File: src/rtl/alarm_pkg.sv
`default_nettype none
// ============================================================================
//  Module      : alarm_pkg
//  Description : Shared encodings for the alarm-time writer: FSM state codes,
//                display set-mode codes and BCD wrap limits.
//  Revision    : 1.0  initial release
// ============================================================================
package alarm_pkg;

    // FSM state encoding
    typedef logic [2:0] state_t;
    localparam state_t c_st_idle    = 3'd0;
    localparam state_t c_st_set_hr  = 3'd1;
    localparam state_t c_st_set_min = 3'd2;
    localparam state_t c_st_ring    = 3'd3;
    localparam state_t c_st_snooze  = 3'd4;

    // set_mode output codes (drive the display blink)
    typedef logic [1:0] set_mode_t;
    localparam set_mode_t c_mode_normal  = 2'b00;
    localparam set_mode_t c_mode_set_hr  = 2'b01;
    localparam set_mode_t c_mode_set_min = 2'b10;

    // BCD wrap limits
    localparam logic [7:0] HR_MAX  = 8'h23;
    localparam logic [7:0] MIN_MAX = 8'h59;

endpackage
`default_nettype wire

File: src/rtl/alarm_set_ctrl_if.sv
`default_nettype none
// ============================================================================
//  Module      : alarm_set_ctrl_if
//  Description : Alarm-time link between the key-driven writer and the alarm
//                comparator: BCD alarm time one way, match flag the other.
//  Revision    : 1.0  initial release
// ============================================================================
interface alarm_set_ctrl_if;

    logic [7:0] Set_Hr;
    logic [7:0] Set_Min;
    logic       alarm_match;

    // Writer side (alarm_set_ctrl)
    modport master (
        output Set_Hr,
        output Set_Min,
        input  alarm_match
    );

    // Comparator side
    modport slave (
        input  Set_Hr,
        input  Set_Min,
        output alarm_match
    );

endinterface
`default_nettype wire

File: src/rtl/bcd_wrap_inc.sv
`default_nettype none
// ============================================================================
//  Module      : bcd_wrap_inc
//  Description : Combinational two-digit BCD increment that wraps to 00 when
//                the input equals the supplied maximum.
//  Revision    : 1.0  initial release
// ============================================================================
module bcd_wrap_inc (
    input  wire logic [7:0] i_val,
    input  wire logic [7:0] i_max,
    output logic      [7:0] o_nxt
);

    // Wrap at max, carry units digit 9 into the tens digit, else bump units
    always_comb begin
        o_nxt = 8'h00;
        if (i_val == i_max) begin
            o_nxt = 8'h00;
        end else if (i_val[3:0] >= 4'd9) begin
            o_nxt = {i_val[7:4] + 4'd1, 4'h0};
        end else begin
            o_nxt = {i_val[7:4], i_val[3:0] + 4'd1};
        end
    end

endmodule
`default_nettype wire

File: src/rtl/alarm_set_ctrl.sv
`default_nettype none
// ============================================================================
//  Module      : alarm_set_ctrl
//  Description : Key-driven alarm-time writer. Edits the BCD alarm hour and
//                minute, arms/disarms, rings on a comparator match edge, and
//                handles ring timeout and snooze.
//  Config      : ALARM_BEEP_PATTERN_EN - when defined, the bell output
//                toggles every sec_tick while ringing instead of staying on.
//  Revision    : 1.0  initial release
// ============================================================================
module alarm_set_ctrl
    import alarm_pkg::*;
#(
    parameter logic [7:0] DEF_HR      = 8'h07,
    parameter logic [7:0] DEF_MIN     = 8'h00,
    parameter int         RING_SECS   = 60,
    parameter int         SNOOZE_SECS = 300
) (
    input  wire logic          CP,
    input  wire logic          CR,
    input  wire logic          sec_tick,
    input  wire logic          key_mode,
    input  wire logic          key_inc,
    input  wire logic          key_arm,
    alarm_set_ctrl_if.master   alm,
    output logic [1:0]         set_mode,
    output logic               armed,
    output logic               ringing
);

    localparam int RING_W = $clog2(RING_SECS + 1);
    localparam int SNZ_W  = $clog2(SNOOZE_SECS + 1);

    localparam logic [RING_W-1:0] c_ring_last = RING_W'(RING_SECS - 1);
    localparam logic [RING_W-1:0] c_ring_one  = RING_W'(1);
    localparam logic [SNZ_W-1:0]  c_snz_last  = SNZ_W'(SNOOZE_SECS - 1);
    localparam logic [SNZ_W-1:0]  c_snz_one   = SNZ_W'(1);

    state_t              state_q,    state_d;
    logic [7:0]          hr_q,       hr_d;
    logic [7:0]          min_q,      min_d;
    logic                armed_q,    armed_d;
    logic                ringing_q,  ringing_d;
    set_mode_t           set_mode_q, set_mode_d;
    logic [RING_W-1:0]   ring_cnt_q, ring_cnt_d;
    logic [SNZ_W-1:0]    snz_cnt_q,  snz_cnt_d;
    logic [3:0]          prev_q,     prev_d;    // {match, arm, mode, inc}

    logic [7:0] hr_nxt;
    logic [7:0] min_nxt;
    logic       arm_rise, mode_rise, inc_rise, match_rise;
    logic       ev_arm, ev_mode, ev_inc;

    bcd_wrap_inc u_hr_inc (
        .i_val (hr_q),
        .i_max (HR_MAX),
        .o_nxt (hr_nxt)
    );

    bcd_wrap_inc u_min_inc (
        .i_val (min_q),
        .i_max (MIN_MAX),
        .o_nxt (min_nxt)
    );

    // Rising-edge detection and key priority arm > mode > inc
    always_comb begin
        prev_d     = {alm.alarm_match, key_arm, key_mode, key_inc};
        inc_rise   = key_inc         & ~prev_q[0];
        mode_rise  = key_mode        & ~prev_q[1];
        arm_rise   = key_arm         & ~prev_q[2];
        match_rise = alm.alarm_match & ~prev_q[3];
        ev_arm     = arm_rise;
        ev_mode    = mode_rise & ~arm_rise;
        ev_inc     = inc_rise  & ~arm_rise & ~mode_rise;
    end

    // State and all registered outputs; reset wins over every other update
    always_ff @(posedge CP) begin
        if (CR) begin
            state_q    <= c_st_idle;
            hr_q       <= DEF_HR;
            min_q      <= DEF_MIN;
            armed_q    <= 1'b0;
            ringing_q  <= 1'b0;
            set_mode_q <= c_mode_normal;
            ring_cnt_q <= '0;
            snz_cnt_q  <= '0;
            prev_q     <= '0;
        end else begin
            state_q    <= state_d;
            hr_q       <= hr_d;
            min_q      <= min_d;
            armed_q    <= armed_d;
            ringing_q  <= ringing_d;
            set_mode_q <= set_mode_d;
            ring_cnt_q <= ring_cnt_d;
            snz_cnt_q  <= snz_cnt_d;
            prev_q     <= prev_d;
        end
    end

    // Next state plus the alarm-time / arm edits that key events cause.
    // A key event in a cycle takes precedence over a match or a timeout.
    always_comb begin
        state_d = state_q;
        hr_d    = hr_q;
        min_d   = min_q;
        armed_d = armed_q;
        case (state_q)
            c_st_idle: begin
                if (ev_arm) begin
                    armed_d = ~armed_q;
                end else if (ev_mode) begin
                    state_d = c_st_set_hr;
                end else if (match_rise && armed_q) begin
                    state_d = c_st_ring;
                end
            end
            c_st_set_hr: begin
                if (ev_arm) begin
                    state_d = c_st_idle;
                end else if (ev_mode) begin
                    state_d = c_st_set_min;
                end else if (ev_inc) begin
                    hr_d = hr_nxt;
                end
            end
            c_st_set_min: begin
                if (ev_arm) begin
                    state_d = c_st_idle;
                end else if (ev_mode) begin
                    state_d = c_st_idle;
                    armed_d = 1'b1;
                end else if (ev_inc) begin
                    min_d = min_nxt;
                end
            end
            c_st_ring: begin
                if (ev_arm) begin
                    state_d = c_st_idle;
                    armed_d = 1'b0;
                end else if (ev_inc) begin
                    state_d = c_st_snooze;
                end else if (sec_tick && (ring_cnt_q == c_ring_last)) begin
                    state_d = c_st_idle;
                end
            end
            c_st_snooze: begin
                if (ev_arm) begin
                    state_d = c_st_idle;
                    armed_d = 1'b0;
                end else if (sec_tick && (snz_cnt_q == c_snz_last)) begin
                    state_d = c_st_ring;
                end
            end
            default: begin
                state_d = c_st_idle;
            end
        endcase
    end

    // Registered outputs and second counters, derived from the next state;
    // counters restart on any state change
    always_comb begin
        ring_cnt_d = ring_cnt_q;
        snz_cnt_d  = snz_cnt_q;
        set_mode_d = c_mode_normal;
        ringing_d  = 1'b0;

        if (state_d != state_q) begin
            ring_cnt_d = '0;
            snz_cnt_d  = '0;
        end else if (sec_tick) begin
            if (state_q == c_st_ring)   ring_cnt_d = ring_cnt_q + c_ring_one;
            if (state_q == c_st_snooze) snz_cnt_d  = snz_cnt_q + c_snz_one;
        end

        case (state_d)
            c_st_set_hr:  set_mode_d = c_mode_set_hr;
            c_st_set_min: set_mode_d = c_mode_set_min;
            default:      set_mode_d = c_mode_normal;
        endcase

`ifdef ALARM_BEEP_PATTERN_EN
        if (state_d == c_st_ring) begin
            if (state_q != c_st_ring) begin
                ringing_d = 1'b1;
            end else if (sec_tick) begin
                ringing_d = ~ringing_q;
            end else begin
                ringing_d = ringing_q;
            end
        end
`else
        ringing_d = (state_d == c_st_ring);
`endif
    end

    assign alm.Set_Hr  = hr_q;
    assign alm.Set_Min = min_q;
    assign set_mode    = set_mode_q;
    assign armed       = armed_q;
    assign ringing     = ringing_q;

endmodule
`default_nettype wire

File: src/flat_wrapper.sv
// flat-port wrapper written by rule: the top's interface ports become plain ports
module alarm_set_ctrl_flat import alarm_pkg::*;
#(
    parameter logic [7:0] DEF_HR      = 8'h07,
    parameter logic [7:0] DEF_MIN     = 8'h00,
    parameter int         RING_SECS   = 60,
    parameter int         SNOOZE_SECS = 300
)
  (CP, CR, sec_tick, key_mode, key_inc, key_arm, set_mode, armed, ringing, alm_Set_Hr, alm_Set_Min, alm_alarm_match);
  alarm_set_ctrl_if alm_i ();
  input  wire logic CP;
  input  wire logic CR;
  input  wire logic sec_tick;
  input  wire logic key_mode;
  input  wire logic key_inc;
  input  wire logic key_arm;
  output logic [1:0] set_mode;
  output logic armed;
  output logic ringing;
  output wire logic [$bits(alm_i.Set_Hr)-1:0] alm_Set_Hr;
  output wire logic [$bits(alm_i.Set_Min)-1:0] alm_Set_Min;
  input wire logic [$bits(alm_i.alarm_match)-1:0] alm_alarm_match;
  assign alm_Set_Hr = alm_i.Set_Hr;
  assign alm_Set_Min = alm_i.Set_Min;
  assign alm_i.alarm_match = alm_alarm_match;
  alarm_set_ctrl #(.DEF_HR(DEF_HR), .DEF_MIN(DEF_MIN), .RING_SECS(RING_SECS), .SNOOZE_SECS(SNOOZE_SECS)) u_core (.CP(CP), .CR(CR), .sec_tick(sec_tick), .key_mode(key_mode), .key_inc(key_inc), .key_arm(key_arm), .alm(alm_i), .set_mode(set_mode), .armed(armed), .ringing(ringing));
endmodule
File: config.mk
export PLATFORM = sky130hd
export DESIGN_NAME = alarm_set_ctrl_flat
export DESIGN_NICKNAME = d
export VERILOG_FILES = /design/src/rtl/alarm_pkg.sv /design/src/rtl/alarm_set_ctrl_if.sv /design/src/rtl/bcd_wrap_inc.sv /design/src/rtl/alarm_set_ctrl.sv /design/src/flat_wrapper.sv
export SDC_FILE = /design/constraint.sdc
export NUM_CORES = 1
export LEC_CHECK = 0
export BUFFER_PORTS_ARGS = -buffer_cell sky130_fd_sc_hd__buf_4
export CORE_UTILIZATION = 58
export DETAILED_ROUTE_END_ITERATION = 10
export PLACE_DENSITY = 0.79
export SYNTH_ARGS = -nofsm -noshare
export SYNTH_HDL_FRONTEND = slang
export SYNTH_SLANG_ARGS = --single-unit
File: constraint.sdc
create_clock -name CP -period 2.18 [get_ports CP]
set_input_delay 0.327 -clock CP [delete_from_list [all_inputs] [get_ports CP]]
set_output_delay 0.327 -clock CP [all_outputs]
set_load 0.03 [all_outputs]
# ---- After elaboration in Yosys (flattened, before gate mapping)
# Cells that the tools add are included.
dict set report totals {
  out_inout_bits 20
  elab_cells 89
  regBits 42
}
dict set report classes {
  n_lt_le_gt_ge 2
  bitwise_logic 15
  reduce_logical 16
  add_sub_neg 6
  mux 23
  n_eq_ne 16
}
# cell n
set ops {}
lappend ops {{$mux W3} 12}
lappend ops {{$mux W8} 4}
lappend ops {{$add A4 B1 Y4 const B} 4}
lappend ops {{$pmux W3 S5} 1}
lappend ops {{$reduce_and A5 Y1} 3}
lappend ops {{$eq A3 B2 Y1 const B} 4}
lappend ops {{$add A9 B1 Y9 const B} 1}
lappend ops {{$eq A9 B9 Y1 const B} 1}
lappend ops {{$eq A8 B6 Y1 const B} 1}
lappend ops {{$eq A8 B7 Y1 const B} 1}
lappend ops {{$ge A4 B4 Y1 const B} 2}
lappend ops {{$not A1 Y1} 8}
lappend ops {{$reduce_and A4 Y1} 2}
lappend ops {{$and A1 B1 Y1} 7}
lappend ops {{$add A6 B1 Y6 const B} 1}
lappend ops {{$eq A3 B1 Y1 const B} 2}
lappend ops {{$eq A6 B6 Y1 const B} 1}
lappend ops {{$ne A2 B1 Y1 const B} 3}
lappend ops {{$mux W1} 4}
lappend ops {{$pmux W2 S2} 1}
lappend ops {{$reduce_and A2 Y1} 2}
lappend ops {{$reduce_bool A2 Y1} 2}
lappend ops {{$reduce_or A2 Y1} 2}
lappend ops {{$eq A3 B3 Y1 const B} 1}
lappend ops {{6 further kinds} 8}

# ---- Logic depth before layout (Yosys ltp)
# Gate-level depths: netlist (run 1).
dict set report logic_depth {
  depth_word 10
  mapped_depth 8
  ltp_nobuf 7
}

# ---- By module
# A second synthesis (run 1) with hierarchy kept.
dict set report unflattened {
  hier_cells 285
  hier_area_um2 2722.6
}
# module cells_each n_inst seq_area_each_um2 area_per_inst_um2
set by_module_without_submodules {}
lappend by_module_without_submodules {alarm_set_ctrl 205 1 840.8 2062.0}
lappend by_module_without_submodules {bcd_wrap_inc 40 2 0.0 330.3}

# ---- Worst setup path before layout (run 1)
# OpenSTA, ideal clock, no wires.
dict set report synth_path {
  kind {reg-to-reg}
  from {register u_core.hr_q[0], in the netlist u_core.alm.Set_Hr[0]}
  to {register u_core.hr_q[6], in the netlist u_core.alm.Set_Hr[6]}
  synth_period_minus_slack_ns 1.861
  t_arrival_ns 1.791
  slack_ns 0.319
  stages_incl_launch_ff 7
  setup_ns 0.071
  path_cell_list {dfxtp_1 -> ha_1 -> nor2b_1 -> and4b_1 -> or2_2 -> or3_1 -> a21oi_1}
}
dict set report synth_via {
  elab_chain_cells 3
}
# element line
set synth_rtl {}
lappend synth_rtl {{start: declaration} alarm_set_ctrl.sv:40} ;# logic [7:0] hr_q, hr_d;
lappend synth_rtl {{start signal: assignment} alarm_set_ctrl.sv:92} ;# hr_q <= hr_d;
lappend synth_rtl {{$ge A4 B4 Y1 or $eq A8 B6 Y1 (tied branches)} {bcd_wrap_inc.sv:19, bcd_wrap_inc.sv:17}}
lappend synth_rtl {{$reduce_bool A2 Y1 (no source line)} --}
lappend synth_rtl {{$reduce_and A5 Y1 (no source line)} --}
# Parallel ways exist; a longest one is shown, timed or not.
# A chain may end at the register's enable or synchronous reset.

# ---- Worst setup path after layout (run 1)
dict set report layout_path {
  from {register u_core.state_q[0]}
  to {register u_core.min_q[5], in the netlist u_core.alm.Set_Min[5]}
}
dict set report layout_via {
  elab_chain_cells 2
}
# element line
set layout_rtl {}
lappend layout_rtl {{start: declaration} alarm_set_ctrl.sv:39} ;# state_t state_q, state_d;
lappend layout_rtl {{start signal: assignment} alarm_set_ctrl.sv:81} ;# state_q <= c_st_idle;
lappend layout_rtl {{start signal: assignment} alarm_set_ctrl.sv:91} ;# state_q <= state_d;
lappend layout_rtl {{$eq A3 B2 Y1} alarm_set_ctrl.sv:110} ;# case (state_q)
lappend layout_rtl {{$reduce_and A5 Y1 (no source line)} --}
lappend layout_rtl {{end signal: assignment} alarm_set_ctrl.sv:93} ;# min_q <= min_d;
lappend layout_rtl {{end: declaration} alarm_set_ctrl.sv:41} ;# logic [7:0] min_q, min_d;
# Every way passes these cells.

==> impl_metrics.tcl, run 1 <==
set metrics [dict create \
    via_count 2206 \
    worstHoldPathType "input pin to register" \
    crit_fanout 16 \
    post_synth_instance_area_um2 2421 \
    grt_start_max_net_pins 29 \
    std_cell_rows 23 \
    wire_length_of_the_first_global_routing_pass_um 8873 \
    grt_pass1_vias 2063 \
    crit_required_ps 2410 \
    antenna_found_initial 0 \
    drtPass1Iterations 4 \
    ys_seq_area_share_pct 34.73 \
    worstSetupStartpointType "register" \
    total_power_mw 1.420 \
    synthCells 284 \
    syn-mean-instance-area_um2 8.525 \
    floorplan.die.height_um 66.61 \
    synth-edff-count 0 \
    place_ws_ps 263.6 \
    async_flop_share_pct 0 \
    die_x_um 66.61 \
    cts_buffers 5 \
    design.core.area_um2 4000 \
    leakagePower_nw 1.131 \
    cts.htree.levels 2 \
    timing.final.hold_violations 0 \
    post_cts.repair.setup_buffers 0 \
    routedWlPerCell_um 14.76 \
    layout.area.seq_um2 840.8 \
    worst_slew_margin_rel_pct 62.64 \
    final.setup.tns_ps 0 \
    crit_path_end_kind "register" \
    ys_seq_elements 42 \
    num-nets-final 331 \
    avgViaCountPerCell 6.111 \
    mostFrequentLayoutCell "sky130_fd_sc_hd__dfxtp_1" \
    fin_crit_sh_pct 89.09 \
    result_of_the_run "complete, no violations" \
    power.density_cell_area_nw_per_um2 516.0 \
    ctsResizeCount 0 \
    ioPinCount 27 \
    irDropWorstVdd_mv 0.3964 \
    synth_fp_nets 303 \
    tritoncts "yes" \
    finalSetupViolCount 0 \
    port-buffer-count 26 \
    clkTransAtPathRegs_ps 80 \
    gp_routability_congestion 0.8493 \
    worstPathArrival_ps 2170 \
    synth.distinct_cells 57 \
    cts_root_buf "sky130_fd_sc_hd__clkbuf_8" \
    timing_max_transition_violations_final 0 \
    drive_gt1_share_pct 17.04 \
    critical_path.cell_chain "buf_4 -> nor3b_1 -> nand4_1 -> or2_2 -> or3_1 -> a21oi_1" \
    grt_util_all_layers_pct 26.16 \
    synth.yosys.warnings 0 \
    achievable-frequency_mhz 514.9 \
    final.fill_count 349 \
    detailed_routed_wire_length_on_met3_um 283 \
    finalWorstPathRequiredPeriod_ps 1942 \
    dp_hpwl_um 3787 \
    crit_path_max_incr_delay_ps 410 \
    detailroute.wirelength.met2_um 2564 \
    route.antenna.remaining_nets 0 \
    finClkSkew_ps 5.539 \
    postPlaceCellArea_um2 2669 \
    areaGrowthSynthToFinish_pct 13.64 \
    critPathSlowestCell "sky130_fd_sc_hd__or2_2" \
    grt.overflow.total 0 \
    ctsHoldBuffers 0 \
    num_antenna_cells 0 \
    max_slew.worst_pin.slew_ps 553.2 \
    max-clock-path-buffers 2 \
    path_class "register to register" \
    drc 0 \
    multiInputGateArea_um2 1431 \
    clock-sinks 42 \
    met1_layer_wirelength_in_the_final_routing_um 2396 \
    ys_dominant_reg_cell "sky130_fd_sc_hd__dfxtp_1" \
    routed_wl_um 5330 \
    initial_utilization_pct 60.53 \
    layout.cells.most_common_list "sky130_fd_sc_hd__dfxtp_1, sky130_fd_sc_hd__buf_4, sky130_fd_sc_hd__a21oi_1" \
    worst_skew_pair_later_pin_latency_ps 290 \
    finish.cell_count_without_fillers 361 \
    detailedRoute.firstIterationViolations 93 \
    drv_cap 0 \
    layout.cell_area.non_filler_um2 2751 \
    die-area_um2 4437 \
    finalWorstSetupSlack_ps 237.9 \
    top_signal_layer_used "met4" \
    rsz_0062_raised_after_global_routing "false" \
    placedCellCount 355 \
]
cells in the mapped netlist (4+ instances only):
cell,instances,share of area (%)
sky130_fd_sc_hd__o21ai_0,9,1.9
sky130_fd_sc_hd__dfxtp_1,42,35
sky130_fd_sc_hd__xnor2_1,7,2.5
sky130_fd_sc_hd__nor2b_1,11,2.8
sky130_fd_sc_hd__nor2_1,19,2.9
sky130_fd_sc_hd__or3_1,5,1.3
sky130_fd_sc_hd__inv_1,13,2.0
sky130_fd_sc_hd__nand3b_1,4,1.2
sky130_fd_sc_hd__buf_2,5,1.0
sky130_fd_sc_hd__ha_1,12,6.2
sky130_fd_sc_hd__clkbuf_1,8,1.2
sky130_fd_sc_hd__nand4_1,22,5.7
sky130_fd_sc_hd__buf_6,4,1.9
sky130_fd_sc_hd__nand2_1,16,2.5
sky130_fd_sc_hd__xor2_1,6,2.2
sky130_fd_sc_hd__a21oi_1,25,5.2
sky130_fd_sc_hd__nor3_1,7,1.4
sky130_fd_sc_hd__nand3_1,7,1.4
worst max-delay path: cells and delay by family (launching register included):
family,cells,cell delay [ps]
DFF,1,320
AOI/OAI and AO/OA,1,130
buffers and inverters,1,180
and+or+nand+nor,4,1250
logic make-up (layout without fill, tap and decap cells):
kind of cell | count (synthesis) | in the layout | synth area share [%]
fa+ha+maj | 12 | 12 | 6.201
compound gates | 65 | 65 | 18.19
flops | 42 | 42 | 34.73
mux | 3 | 3 | 1.292
xor+xnor | 13 | 13 | 4.703
buf+inv | 30 | 57 | 6.150
simple gates | 119 | 119 | 28.73
state kept, by name, indices dropped and copies added, names as in the netlist:
signal / cells
u_core.ringing: 1
u_core.alm.Set_Min: 8
u_core.set_mode: 2
u_core.snz_cnt_q: 9
u_core.armed: 1
u_core.alm.Set_Hr: 8
u_core.state_q: 3
u_core.ring_cnt_q: 6
u_core.prev_q: 4
path summary, 6_finish.rpt:
path,startpoint,to,slack [ps],depth (start not counted)
setup / recovery,u_core.state_q[0],u_core.alm.Set_Min[5],240,6
hold / removal,alm_alarm_match,u_core.prev_q[3],250,2
setup reg to reg,u_core.state_q[0],u_core.alm.Set_Min[5],240,6
hold reg to reg,u_core.alm.Set_Min[5],u_core.alm.Set_Min[5],510,2
layout make-up:
class,instances,area share (%)
Timing Repair Buffer,38,10.37
Inverter,13,1.774
Multi-Input combinational cell,212,52.02
Tap cell,50,2.274
Clock buffer,6,3.001
Sequential cell,42,30.56
per-layer routing:
| metal | GRT usage [%] | up-vias |
|---|---|---|
| met2 | 44.07 | 64 |
| li1 | - | 1098 |
| met5 | 0 | - |
| met1 | 31.52 | 1036 |
| met4 | 13.03 | 0 |
| met3 | 4.795 | 8 |
where the power goes:
group / internal (mW) / total, mW / switching [mW] / leakage (nW)
clock: 0.244 / 0.493 / 0.249 / 0.0431
sequential: 0.776 / 0.783 / 0.00681 / 0.340
combinational: 0.0569 / 0.144 / 0.0872 / 0.748
per-stage QoR:
step | hold WS [ps] | util [%]
finish | 248.2 | 68.78
global route | 263.3 | 68.78
CTS | 243.2 | 68.78
detailed placement | 504.8 | 66.72
floorplan | 455.2 | -
global placement | 494.8 | 66.72
No activity file was read; power rests on OpenSTA's default activity.
==> run 2, diff against run 1 <==
==> constraint.sdc (replaced) <==
create_clock -name CP -period 2.1 [get_ports CP]
set_input_delay 0.315 -clock CP [delete_from_list [all_inputs] [get_ports CP]]
set_output_delay 0.315 -clock CP [all_outputs]
set_load 0.03 [all_outputs]
==> impl_metrics.tcl, run 2 (synthesis results as in run 1) <==
set metrics [dict create \
    num_antenna_cells 0 \
    min_delay_path_depth 2 \
    cts.htree.levels 2 \
    die_x_um 66.61 \
    hold_end "u_core.prev_q[0]" \
    grt_start_max_net_pins 29 \
    areaGrowthSynthToFinish_pct 15.45 \
    layout.cells.most_common_list "sky130_fd_sc_hd__dfxtp_1, sky130_fd_sc_hd__buf_4, sky130_fd_sc_hd__a21oi_1" \
    std_cell_rows 23 \
    total_power_mw 1.500 \
    ioPinCount 27 \
    antenna_found_initial 0 \
    path_class "register to register" \
    detailedRoute.firstIterationViolations 132 \
    holdCritStartpoint "key_inc" \
    finClkSkew_ps 7.649 \
    fin_crit_sh_pct 93.02 \
    worst_skew_pair_later_pin_latency_ps 300 \
    place_ws_ps 162.8 \
    cts_root_buf "sky130_fd_sc_hd__clkbuf_8" \
    cts_buffers 5 \
    worstPathArrival_ps 2180 \
    ff2ff_setup_slack_ps 150 \
    gp_routability_congestion 0.8632 \
    finalWorstSetupSlack_ps 146.6 \
    drc 0 \
    worst_slew_margin_rel_pct 59.74 \
    irDropWorstVdd_mv 0.3742 \
    finalWorstPathRequiredPeriod_ps 1953 \
    clkTransAtPathRegs_ps 80 \
    crit_path_end_kind "register" \
    timing.rr.start "u_core.state_q[1]" \
    initial_utilization_pct 60.53 \
    final.setup.tns_ps 0 \
    floorplan.die.height_um 66.61 \
    final_util_pct 69.88 \
    power.density_cell_area_nw_per_um2 536.5 \
    grt_util_all_layers_pct 27.28 \
    max-clock-path-buffers 2 \
    largest_register_ffs 9 \
    routedWlPerCell_um 14.89 \
    grt.overflow.total 0 \
    largest-register "u_core.snz_cnt_q" \
    mostFrequentLayoutCell "sky130_fd_sc_hd__dfxtp_1" \
    num-nets-final 333 \
    grt_pass1_vias 2013 \
    die-area_um2 4437 \
    crit_path_max_incr_delay_ps 470 \
    ctsHoldBuffers 0 \
    clock-sinks 42 \
    routed_wl_um 5435 \
    worst_reg2reg_endpoint "u_core.ring_cnt_q[1]" \
    reg2regPathDepth 6 \
    timing.final.hold_violations 0 \
    achievable-frequency_mhz 511.9 \
    crit_fanout 15 \
    critPathSlowestCell "sky130_fd_sc_hd__dfxtp_1" \
    dp_hpwl_um 3866 \
    tritoncts "yes" \
    route.antenna.remaining_nets 0 \
    port-buffer-count 26 \
    drtPass1Iterations 4 \
    crit_required_ps 2330 \
    result_of_the_run "complete, no violations" \
    drive_gt1_share_pct 18.10 \
    timing_max_transition_violations_final 0 \
    max_slew.worst_pin.slew_ps 603.9 \
    leakagePower_nw 1.150 \
    worstHoldPathType "input pin to register" \
    critical_path.cell_chain "and3b_1 -> o41ai_2 -> or3_4 -> a211o_1 -> buf_12 -> a21oi_1" \
    rsz_0062_raised_after_global_routing "false" \
    wire_length_of_the_first_global_routing_pass_um 9239 \
    finalSetupViolCount 0 \
    avgViaCountPerCell 6.000 \
    worstSetupStartpointType "register" \
    drv_cap 0 \
    via_count 2190 \
    design.core.area_um2 4000 \
]
-- run 2: cell count changes in the layout (fill, tap and decap cells not counted) --
cell and delta:
sky130_fd_sc_hd__buf_4 +1, sky130_fd_sc_hd__clkinv_2 +1, sky130_fd_sc_hd__clkbuf_1 +1, sky130_fd_sc_hd__o41ai_1 -1, sky130_fd_sc_hd__o41ai_2 +1, sky130_fd_sc_hd__buf_12 +1
-- run 2: repair_timing --
action | CTS | global route
endpoints found under the setup margin | 0 | 4
gates resized for setup | 0 | 1
buffers inserted | 0 | 2
-- run 2: through the flow --
stage / cells / area, µm² / hold WS (ps)
after floorplan: 284 / 2421 / 443.2
after global placement: 355 / 2681 / 495.1
after detailed placement: 355 / 2681 / 502.9
after CTS: 363 / 2773 / 228.4
after global routing: 365 / 2795 / 250.5
final: 365 / 2795 / 232.5
-- run 2: area by class of cell --
class | count | area, µm²
multi-input combinational | 212 | 1439
fill | 353 | 1205
sequential | 42 | 840.8
timing repair buffer | 40 | 312.8
clock buffer | 7 | 86.33
tap | 50 | 62.56
inverter | 13 | 48.80
clock inverter | 1 | 5.005
-- run 2: how the worst max path moves through the flow --
| stage | start | slack (ps) | to | depth (start not counted) |
|---|---|---|---|---|
| final | u_core.state_q[1] | 150 | u_core.ring_cnt_q[1] | 6 |
| after global routing | u_core.state_q[0] | 7 | u_core.ring_cnt_q[1] | 5 |
| after CTS | u_core.state_q[1] | 150 | u_core.ring_cnt_q[1] | 6 |
| after detailed placement | u_core.state_q[0] | 160 | u_core.ring_cnt_q[1] | 5 |
| after global placement | u_core.state_q[0] | 240 | u_core.snz_cnt_q[1] | 5 |
| after floorplan | u_core.alm.Set_Hr[0] | 240 | u_core.alm.Set_Hr[6] | 6 |
-- run 2: worst max-delay path: cells and delay by family (launching register included) --
kind / cells / cell delay [ps]
AND/OR/NAND/NOR: 2 / 680
buffers and inverters: 1 / 160
flip-flops: 1 / 470
AO/OA/AOI/OAI: 3 / 570
-- run 2: per-layer routing --
layer	track usage (%)	vias up	wire length, µm	share of wire, %
li1	-	1105	-	-
met1	36.23	1026	2515	46
met2	43.31	53	2633	48
met3	4.966	6	223	4.1
met4	10.64	0	63	1.2
met5	0	-	0	0
-- run 2: where the power goes --
part	internal [mW]	switching, mW
Combinational	0.0589	0.0905
Clock	0.265	0.273
Sequential	0.805	0.00718
